`config.mk`:
```
export PLATFORM = sky130hd
export DESIGN_NAME = fifo_burst_reader
export DESIGN_NICKNAME = d
export VERILOG_FILES = /design/src/rtl/fifo_rd_pkg.sv /design/src/rtl/fifo_rd_accum.sv /design/src/rtl/fifo_burst_reader.sv
export SDC_FILE = /design/constraint.sdc
export NUM_CORES = 1
export LEC_CHECK = 0
export CORE_MARGIN = 4
export CORE_UTILIZATION = 62
export CTS_BUF_LIST = sky130_fd_sc_hd__clkbuf_4 sky130_fd_sc_hd__clkbuf_8
export DETAILED_ROUTE_END_ITERATION = 16
export GPL_ROUTABILITY_DRIVEN = 0
export PLACE_DENSITY = 0.89
export SETUP_SLACK_MARGIN = 0.02
export SYNTH_ARGS = -nofsm -noshare
export SYNTH_HDL_FRONTEND = slang
export SYNTH_SLANG_ARGS = --single-unit
```
`constraint.sdc`:
```
create_clock -name clk -period 3.55 [get_ports clk]
set_input_delay 0.355 -clock clk [delete_from_list [all_inputs] [get_ports clk]]
set_output_delay 0.355 -clock clk [all_outputs]
set_load 0.03 [all_outputs]
```
`src/rtl/fifo_rd_pkg.sv`:
```
// ============================================================================
// Module  : fifo_rd_pkg
// Brief   : Shared state encoding, default widths and counter sizing helper
//           for the FIFO burst reader.
// Revision: 1.0 - initial release
// ============================================================================
`default_nettype none

package fifo_rd_pkg;

    typedef logic [1:0] state_t;

    localparam state_t ST_IDLE = 2'd0;
    localparam state_t ST_REQ  = 2'd1;
    localparam state_t ST_WAIT = 2'd2;
    localparam state_t ST_OUT  = 2'd3;

    localparam int DEF_DW    = 16;
    localparam int DEF_ACC_W = 32;

    // Bits needed to hold values 0..max_val inclusive.
    function automatic int cnt_width(input int max_val);
        return (max_val < 1) ? 1 : $clog2(max_val + 1);
    endfunction

endpackage

`default_nettype wire

```
`src/rtl/fifo_rd_accum.sv`:
```
// ============================================================================
// Module  : fifo_rd_accum
// Brief   : Burst accumulator with clear/add; saturates when
//           FIFO_BURST_READER_SAT_EN is defined, otherwise wraps.
// Revision: 1.0 - initial release
// ============================================================================
`default_nettype none

module fifo_rd_accum
    import fifo_rd_pkg::*;
#(
    parameter int DW    = DEF_DW,
    parameter int ACC_W = DEF_ACC_W
) (
    input  logic             clk,
    input  logic             rst_n,
    input  logic             clr,
    input  logic             add,
    input  logic [DW-1:0]    din,
    output logic [ACC_W-1:0] acc,
    output logic [ACC_W-1:0] acc_nxt
);

    logic [ACC_W-1:0] r_acc;
    logic [ACC_W-1:0] w_ext;

    assign w_ext = ACC_W'(din);

`ifdef FIFO_BURST_READER_SAT_EN
    logic [ACC_W:0] w_wide;

    always_comb begin
        w_wide  = {1'b0, r_acc} + {1'b0, w_ext};
        acc_nxt = w_wide[ACC_W] ? {ACC_W{1'b1}} : w_wide[ACC_W-1:0];
    end
`else
    always_comb begin
        acc_nxt = r_acc + w_ext;
    end
`endif

    always_ff @(posedge clk or negedge rst_n) begin
        if (!rst_n) begin
            r_acc <= '0;
        end else if (clr) begin
            r_acc <= '0;
        end else if (add) begin
            r_acc <= acc_nxt;
        end
    end

    assign acc = r_acc;

endmodule

`default_nettype wire

```
`src/rtl/fifo_burst_reader.sv`:
```
// ============================================================================
// Module  : fifo_burst_reader
// Brief   : Reads BURST_LEN words from a synchronous FIFO and returns their
//           sum on a valid/ready port. Option: FIFO_BURST_READER_SAT_EN.
// Revision: 1.0 - initial release
// ============================================================================
`default_nettype none

module fifo_burst_reader
    import fifo_rd_pkg::*;
#(
    parameter int DW        = DEF_DW,
    parameter int BURST_LEN = 4,
    parameter int ACC_W     = DEF_ACC_W,
    parameter int TIMEOUT   = 64
) (
    input  logic             clk,
    input  logic             rst_n,
    input  logic             start,
    input  logic             empty,
    output logic             rd,
    input  logic [DW-1:0]    fifo_dout,
    input  logic             valid,
    output logic [ACC_W-1:0] sum,
    output logic             sum_valid,
    input  logic             sum_ready,
    output logic             busy,
    output logic             err
);

    localparam int c_CNT_W = cnt_width(BURST_LEN);
    localparam int c_TMO_W = cnt_width(TIMEOUT);

    state_t             r_state;
    state_t             w_next_state;
    logic               r_rd;
    logic               w_rd_nxt;
    logic [c_CNT_W-1:0] r_cnt;
    logic [c_TMO_W-1:0] r_tcnt;
    logic [ACC_W-1:0]   r_sum;
    logic               r_err;
    logic               w_clr;
    logic               w_add;
    logic               w_last;
    logic               w_tmo;
    logic               w_err_set;
    logic [ACC_W-1:0]   w_acc;
    logic [ACC_W-1:0]   w_acc_nxt;

    always_ff @(posedge clk or negedge rst_n) begin
        if (!rst_n) begin
            r_state <= ST_IDLE;
        end else begin
            r_state <= w_next_state;
        end
    end

    // REQ leaves as soon as its read strobe is out; RD is high during REQ.
    always_comb begin
        w_next_state = r_state;
        case (r_state)
            ST_IDLE: if (start) w_next_state = ST_REQ;
            ST_REQ:  if (r_rd)  w_next_state = ST_WAIT;
            ST_WAIT: begin
                if (valid) begin
                    w_next_state = w_last ? ST_OUT : ST_REQ;
                end else if (w_tmo) begin
                    w_next_state = ST_IDLE;
                end
            end
            ST_OUT:  if (sum_ready) w_next_state = ST_IDLE;
            default: w_next_state = ST_IDLE;
        endcase
    end

    // RD is registered one edge ahead so the FIFO samples it at the end of
    // the REQ cycle and its data lands in the very next (WAIT) cycle.
    always_comb begin
        w_clr     = (r_state == ST_IDLE) && start;
        w_add     = (r_state == ST_WAIT) && valid;
        w_last    = w_add && (r_cnt == c_CNT_W'(BURST_LEN - 1));
        w_tmo     = (r_state == ST_WAIT) && !valid &&
                    (r_tcnt == c_TMO_W'(TIMEOUT - 1));
        w_err_set = (valid && (r_state != ST_WAIT)) || w_tmo;
        w_rd_nxt  = (w_next_state == ST_REQ) && !empty &&
                    !((r_state == ST_REQ) && r_rd);
    end

    always_ff @(posedge clk or negedge rst_n) begin
        if (!rst_n) begin
            r_rd   <= 1'b0;
            r_cnt  <= '0;
            r_tcnt <= '0;
            r_sum  <= '0;
            r_err  <= 1'b0;
        end else begin
            r_rd <= w_rd_nxt;

            if (w_clr) begin
                r_cnt <= '0;
            end else if (w_add) begin
                r_cnt <= r_cnt + 1'b1;
            end

            if ((r_state == ST_WAIT) && !valid) begin
                r_tcnt <= r_tcnt + 1'b1;
            end else begin
                r_tcnt <= '0;
            end

            if (w_last) begin
                r_sum <= w_acc_nxt;
            end

            if (w_err_set) begin
                r_err <= 1'b1;
            end else if (w_clr) begin
                r_err <= 1'b0;
            end
        end
    end

    fifo_rd_accum #(
        .DW    (DW),
        .ACC_W (ACC_W)
    ) u_accum (
        .clk     (clk),
        .rst_n   (rst_n),
        .clr     (w_clr),
        .add     (w_add),
        .din     (fifo_dout),
        .acc     (w_acc),
        .acc_nxt (w_acc_nxt)
    );

    assign rd        = r_rd;
    assign sum       = r_sum;
    assign sum_valid = (r_state == ST_OUT);
    assign busy      = (r_state != ST_IDLE);
    assign err       = r_err;

endmodule

`default_nettype wire

```
# Word level (Yosys, flattened, before mapping)
# Cells that the tools add are included.
# totals
out_inout_bits,36
ff_bits,78
# classes
eq_ne,7
n_addsub,3
reduce_logical,17
mux,14
# ops
op,count
two-way mux 32 bit,2
adder 32 x 16 -> 32 bit,1
two-way mux 2 bit,6
logical AND 1 bit,9
case mux 2 bit (4 select lines),1
"adder 7 x 1 -> 7 bit, second input constant",1
"== test 7 x 6 -> 1 bit, second input constant",1
two-way mux 7 bit,1
two-way mux 3 bit,2
nonzero test 2 bit,3
"== test 2 x 1 -> 1 bit, second input constant",2
"== test 2 bit, second input constant",2
"adder 3 x 1 -> 3 bit, second input constant",1
"== test 3 x 2 -> 1 bit, second input constant",1
logical NOT 1 bit,3
logical NOT 2 bit,1
two-way mux 1 bit,2
"!= test 2 bit, second input constant",1
logical OR 1 bit,1

# Logic depth before layout (Yosys ltp)
# logic_depth
ltp_word,9
ltp_mapped,10

# Hierarchy
# A second synthesis with hierarchy kept.
# unflattened
cells_unflattened,444
hier_area_um2,4758.3
# modules_own_cells
mod,seq_area_each_um2,n_inst,cells_each,area_per_inst_um2
fifo_rd_accum,800.8,1,312,2725.1
fifo_burst_reader,1151.1,1,132,2033.2

# Worst setup path after synthesis
# OpenSTA, ideal clock, no wires.
# synth_path
path_kind,input-to-reg
from,input port fifo_dout[0]
to,register u_accum.r_acc[30] (netlist: u_accum.acc[30])
slack_ps,1141
setup_time_ps,128
arrival_time_ps,2282
path_buffers,0
stages,9
cell_sequence,ha_1 > fa_1 > a211oi_2 > o21ai_4 > o211ai_4 > a21oi_1 > nor2_1 > nor2_1 > mux2_1
# synth_via
elab_chain_len,3
# synth_lines
element,line_no,rtl
start: declaration,fifo_burst_reader.sv:22,"input logic [DW-1:0] fifo_dout,"
adder 32 x 16 -> 32 bit,fifo_rd_accum.sv:38,acc_nxt = r_acc + w_ext;
two-way mux 32 bit,fifo_rd_accum.sv:47,end else if (add) begin
two-way mux 32 bit,fifo_rd_accum.sv:45,end else if (clr) begin
end signal: assignment,fifo_rd_accum.sv:48,r_acc <= acc_nxt;
end: declaration,fifo_rd_accum.sv:24,logic [ACC_W-1:0] r_acc;
# No other way between the ends. The select of a mux whose other input is x is not followed.
# A chain may end at the register's enable or synchronous reset.

# Final worst setup path
# layout_path
from,input port fifo_dout[0]
to,register u_accum.r_acc[28] (netlist: u_accum.acc[28])
# Same word-level chain as after synthesis.

==> flow_summary_export.csv <==
group,metric,value,unit
yosys,yosys_most_used_dff,"dfrtp_1",
route,via_count,3620,
yosys,synth_async_sr_flop_share,1.00,
yosys,yosysTopAreaCell,"dfrtp_1",
global_route,grt_overflow,0,
place,dp.cells,602,
timing,finClkSkew,14.4,ps
clocking,insertion_delay,360,ps
floorplanning,initial_core_util,0.635,
finish,drive_gt1_frac,0.0785,
global_route,grt_max_degree,79,
finish,syn2layout_area_growth,20.7,%
yosys,yosysSeqAreaShare,0.452,
route,finalWirelength,9720,µm
yosys,synthTopCellsByCount,"78 x dfrtp_1, 78 x nand2_1, 47 x o21ai_0, 23 x nor2_1, 23 x o21ai_1",
critical_path,crit_fanout,4,
outcome,outcome,"finished, final reports clean",
clocking,cts.sinks,78,
clocking,cts_tree,"yes",
yosys,synthTopCellsByArea,"dfrtp_1 45%, nand2_1 6.8%, ha_1 5.5%",
finish,fin_cells,618,
route,viasPerCell,5.86,
flow_run,maxCapViolCount,0,
place,port_buffers,57,
route,ant_nets,0,
timing,slew_headroom,0.342,
route,first_pass_iters,4,
route,drt_iter0_markers,263,
route,post_drt_wl_per_cell,15.7,µm
clocking,cts_buffers,9,
place,post-place-ws,518,ps
timing,final_hold_viol_count,0,
global_route,grt_pass1_wl,16800,µm
yosys,ys_ff_latch,78,
clocking,postCtsHoldBufs,0,
yosys,syn_area,4310,µm²
timing,max_slew.worst_pin.slew,987,ps
timing,period_needed,2670,ps
yosys,synth_cells,465,
critical_path,cp.arrival,2940,ps
yosys,yosysWarnings,0,
clocking,clk_pin_slew,80,ps
finish,multi_input_area,2200,µm²
power,power_leakage,2.26,nW
clocking,cts_buffer_depth,2,
finish,post-route-util,0.767,
yosys,synth.net_count,507,
power,vdd_drop_max,0.417,mV
timing,fin_crit_sh,0.752,
timing,max_freq,374,MHz
yosys,ys_types,57,
floorplanning,die_area,8360,µm²
floorplanning,fp.dieW,91.4,µm
clocking,post_cts_buffers,0,
global_route,grt_pass1_vias,3580,
floorplanning,num_rows,30,
finish,nFillCells,464,
global_route,grt_use_total,0.246,
timing,fin_setup_tns,0,ps
yosys,yosysTopAreaCellShare,0.452,
critical_path,cp.required,3820,ps
timing,rsz0062_at_grt,"no",
timing,setup-violations-final,0,
timing,fin_ws,879,ps
floorplanning,die_h,91.4,µm
worst_hold_path,worstHoldPathType,"in2async",
finish,final-seq-area,1950,µm²
route,drcViolationCount,0,
critical_path,setup.worst_path.end_class,"register",
critical_path,path_class,"in2reg",
critical_path,cp-start-kind,"primary input",
power,powerDensity,632,nW/µm²
finish,antenna_cells,0,
clocking,h-tree-depth,3,
floorplanning,io_pins,58,
timing,final_max_slew_viol_count,0,
global_route,grt_antenna_before_repair,0,
place,dp_hpwl,6580,µm
finish,fin_nets,559,
floorplanning,core-area,6790,µm²
yosys,syn_avg_cell_area,9.28,µm²
clocking,cts_resized,0,
yosys,synth_edf_count,0,
clocking,root_buffer,"clkbuf_8",
==> kinds of logic after synthesis <==
logic type / count (synthesis) / synth area share
buffers and inverters: 37 / 0.0380
adders and majority gates: 20 / 0.0597
muxes: 8 / 0.0200
and+or+nand+nor: 159 / 0.171
xor gates and xnor gates: 33 / 0.0670
DFF: 78 / 0.452
AOI/OAI and AO/OA: 130 / 0.192
==> per-layer routing <==
| metal | vias to the layer above | track usage | routed length (µm) |
|---|---|---|---|
| li1 | 1733 | - | - |
| met1 | 1749 | 0.331 | 4230 |
| met2 | 117 | 0.394 | 4760 |
| met3 | 21 | 0.0423 | 479 |
| met4 | 0 | 0.104 | 244 |
| met5 | - | 0 | 0 |
==> sequential cells by signal, indices dropped and copies added, names as in the netlist <==
register and cells:
rd 1, r_state 2, err 1, r_tcnt 7
u_accum.acc 32, r_cnt 3, sum 32
==> critical path: stages <==
cell,delay (ps)
clkdlybuf4s50_1,410
ha_1,230
fa_1,450
a211oi_2,330
o21ai_4,130
o211ai_4,230
a21oi_1,150
o21ai_1,290
a21oi_1,150
o21ai_0,220
==> final timing paths <==
kind                                                 start                     endpoint  slack (ps)  cells past startpoint
worst max-delay path                          fifo_dout[0]  u_accum.acc[28]$_DFFE_PN0P_         880                     10
worst min-delay path                                 rst_n           sum[6]$_DFFE_PN0N_         130                      1
worst max register to register  u_accum.acc[0]$_DFFE_PN0P_  u_accum.acc[28]$_DFFE_PN0P_         910                      9
worst min register to register          sum[8]$_DFFE_PN0N_           sum[8]$_DFFE_PN0N_         480                      2
max in group asynchronous                            rst_n  u_accum.acc[14]$_DFFE_PN0P_        2750                      1
min in group clk                        sum[8]$_DFFE_PN0N_           sum[8]$_DFFE_PN0N_         480                      2
==> through the flow <==
step	hold WS, ps	area, µm²	total power [mW]
floorplan	59.4	4310	2.07
global placement	461	4940	2.34
detailed placement	469	4940	2.38
CTS	180	5210	3.29
global route	233	5210	3.50
finish	129	5210	3.29
==> where the power goes <==
group | switching, mW | internal (mW) | total (mW)
Combinational | 0.790 | 0.497 | 1.29
Clock | 0.344 | 0.542 | 0.886
Sequential | 0.100 | 1.02 | 1.12
Total | 1.23 | 2.06 | 3.29
==> placed cells by master, fill, tap and decap left out, types with 4 or more instances in the layout <==
master / n
inv_1: 15
buf_4: 7
nor2_1: 23
bufinv_16: 4
xnor2_1: 18
dfrtp_1: 78
and3_1: 5
nand4_1: 9
nor3_1: 4
a31oi_1: 4
clkbuf_8: 9
nor2b_1: 4
or3_1: 7
clkdlybuf4s50_1: 56
o21ai_0: 47
mux2_2: 4
xor2_1: 15
a21o_1: 6
a21oi_1: 21
o21ai_1: 23
nand3_1: 13
nand2_1: 77
ha_1: 19
==> area by class of cell <==
cell class | count | share of cell area
multi-input cells | 350 | 0.423
flip-flops and latches | 78 | 0.375
repair buffers | 63 | 0.118
clock inverters | 7 | 0.0274
clock buffers | 9 | 0.0238
well taps | 96 | 0.0231
inverters | 15 | 0.0108
Power figures use the tool's default switching activity.
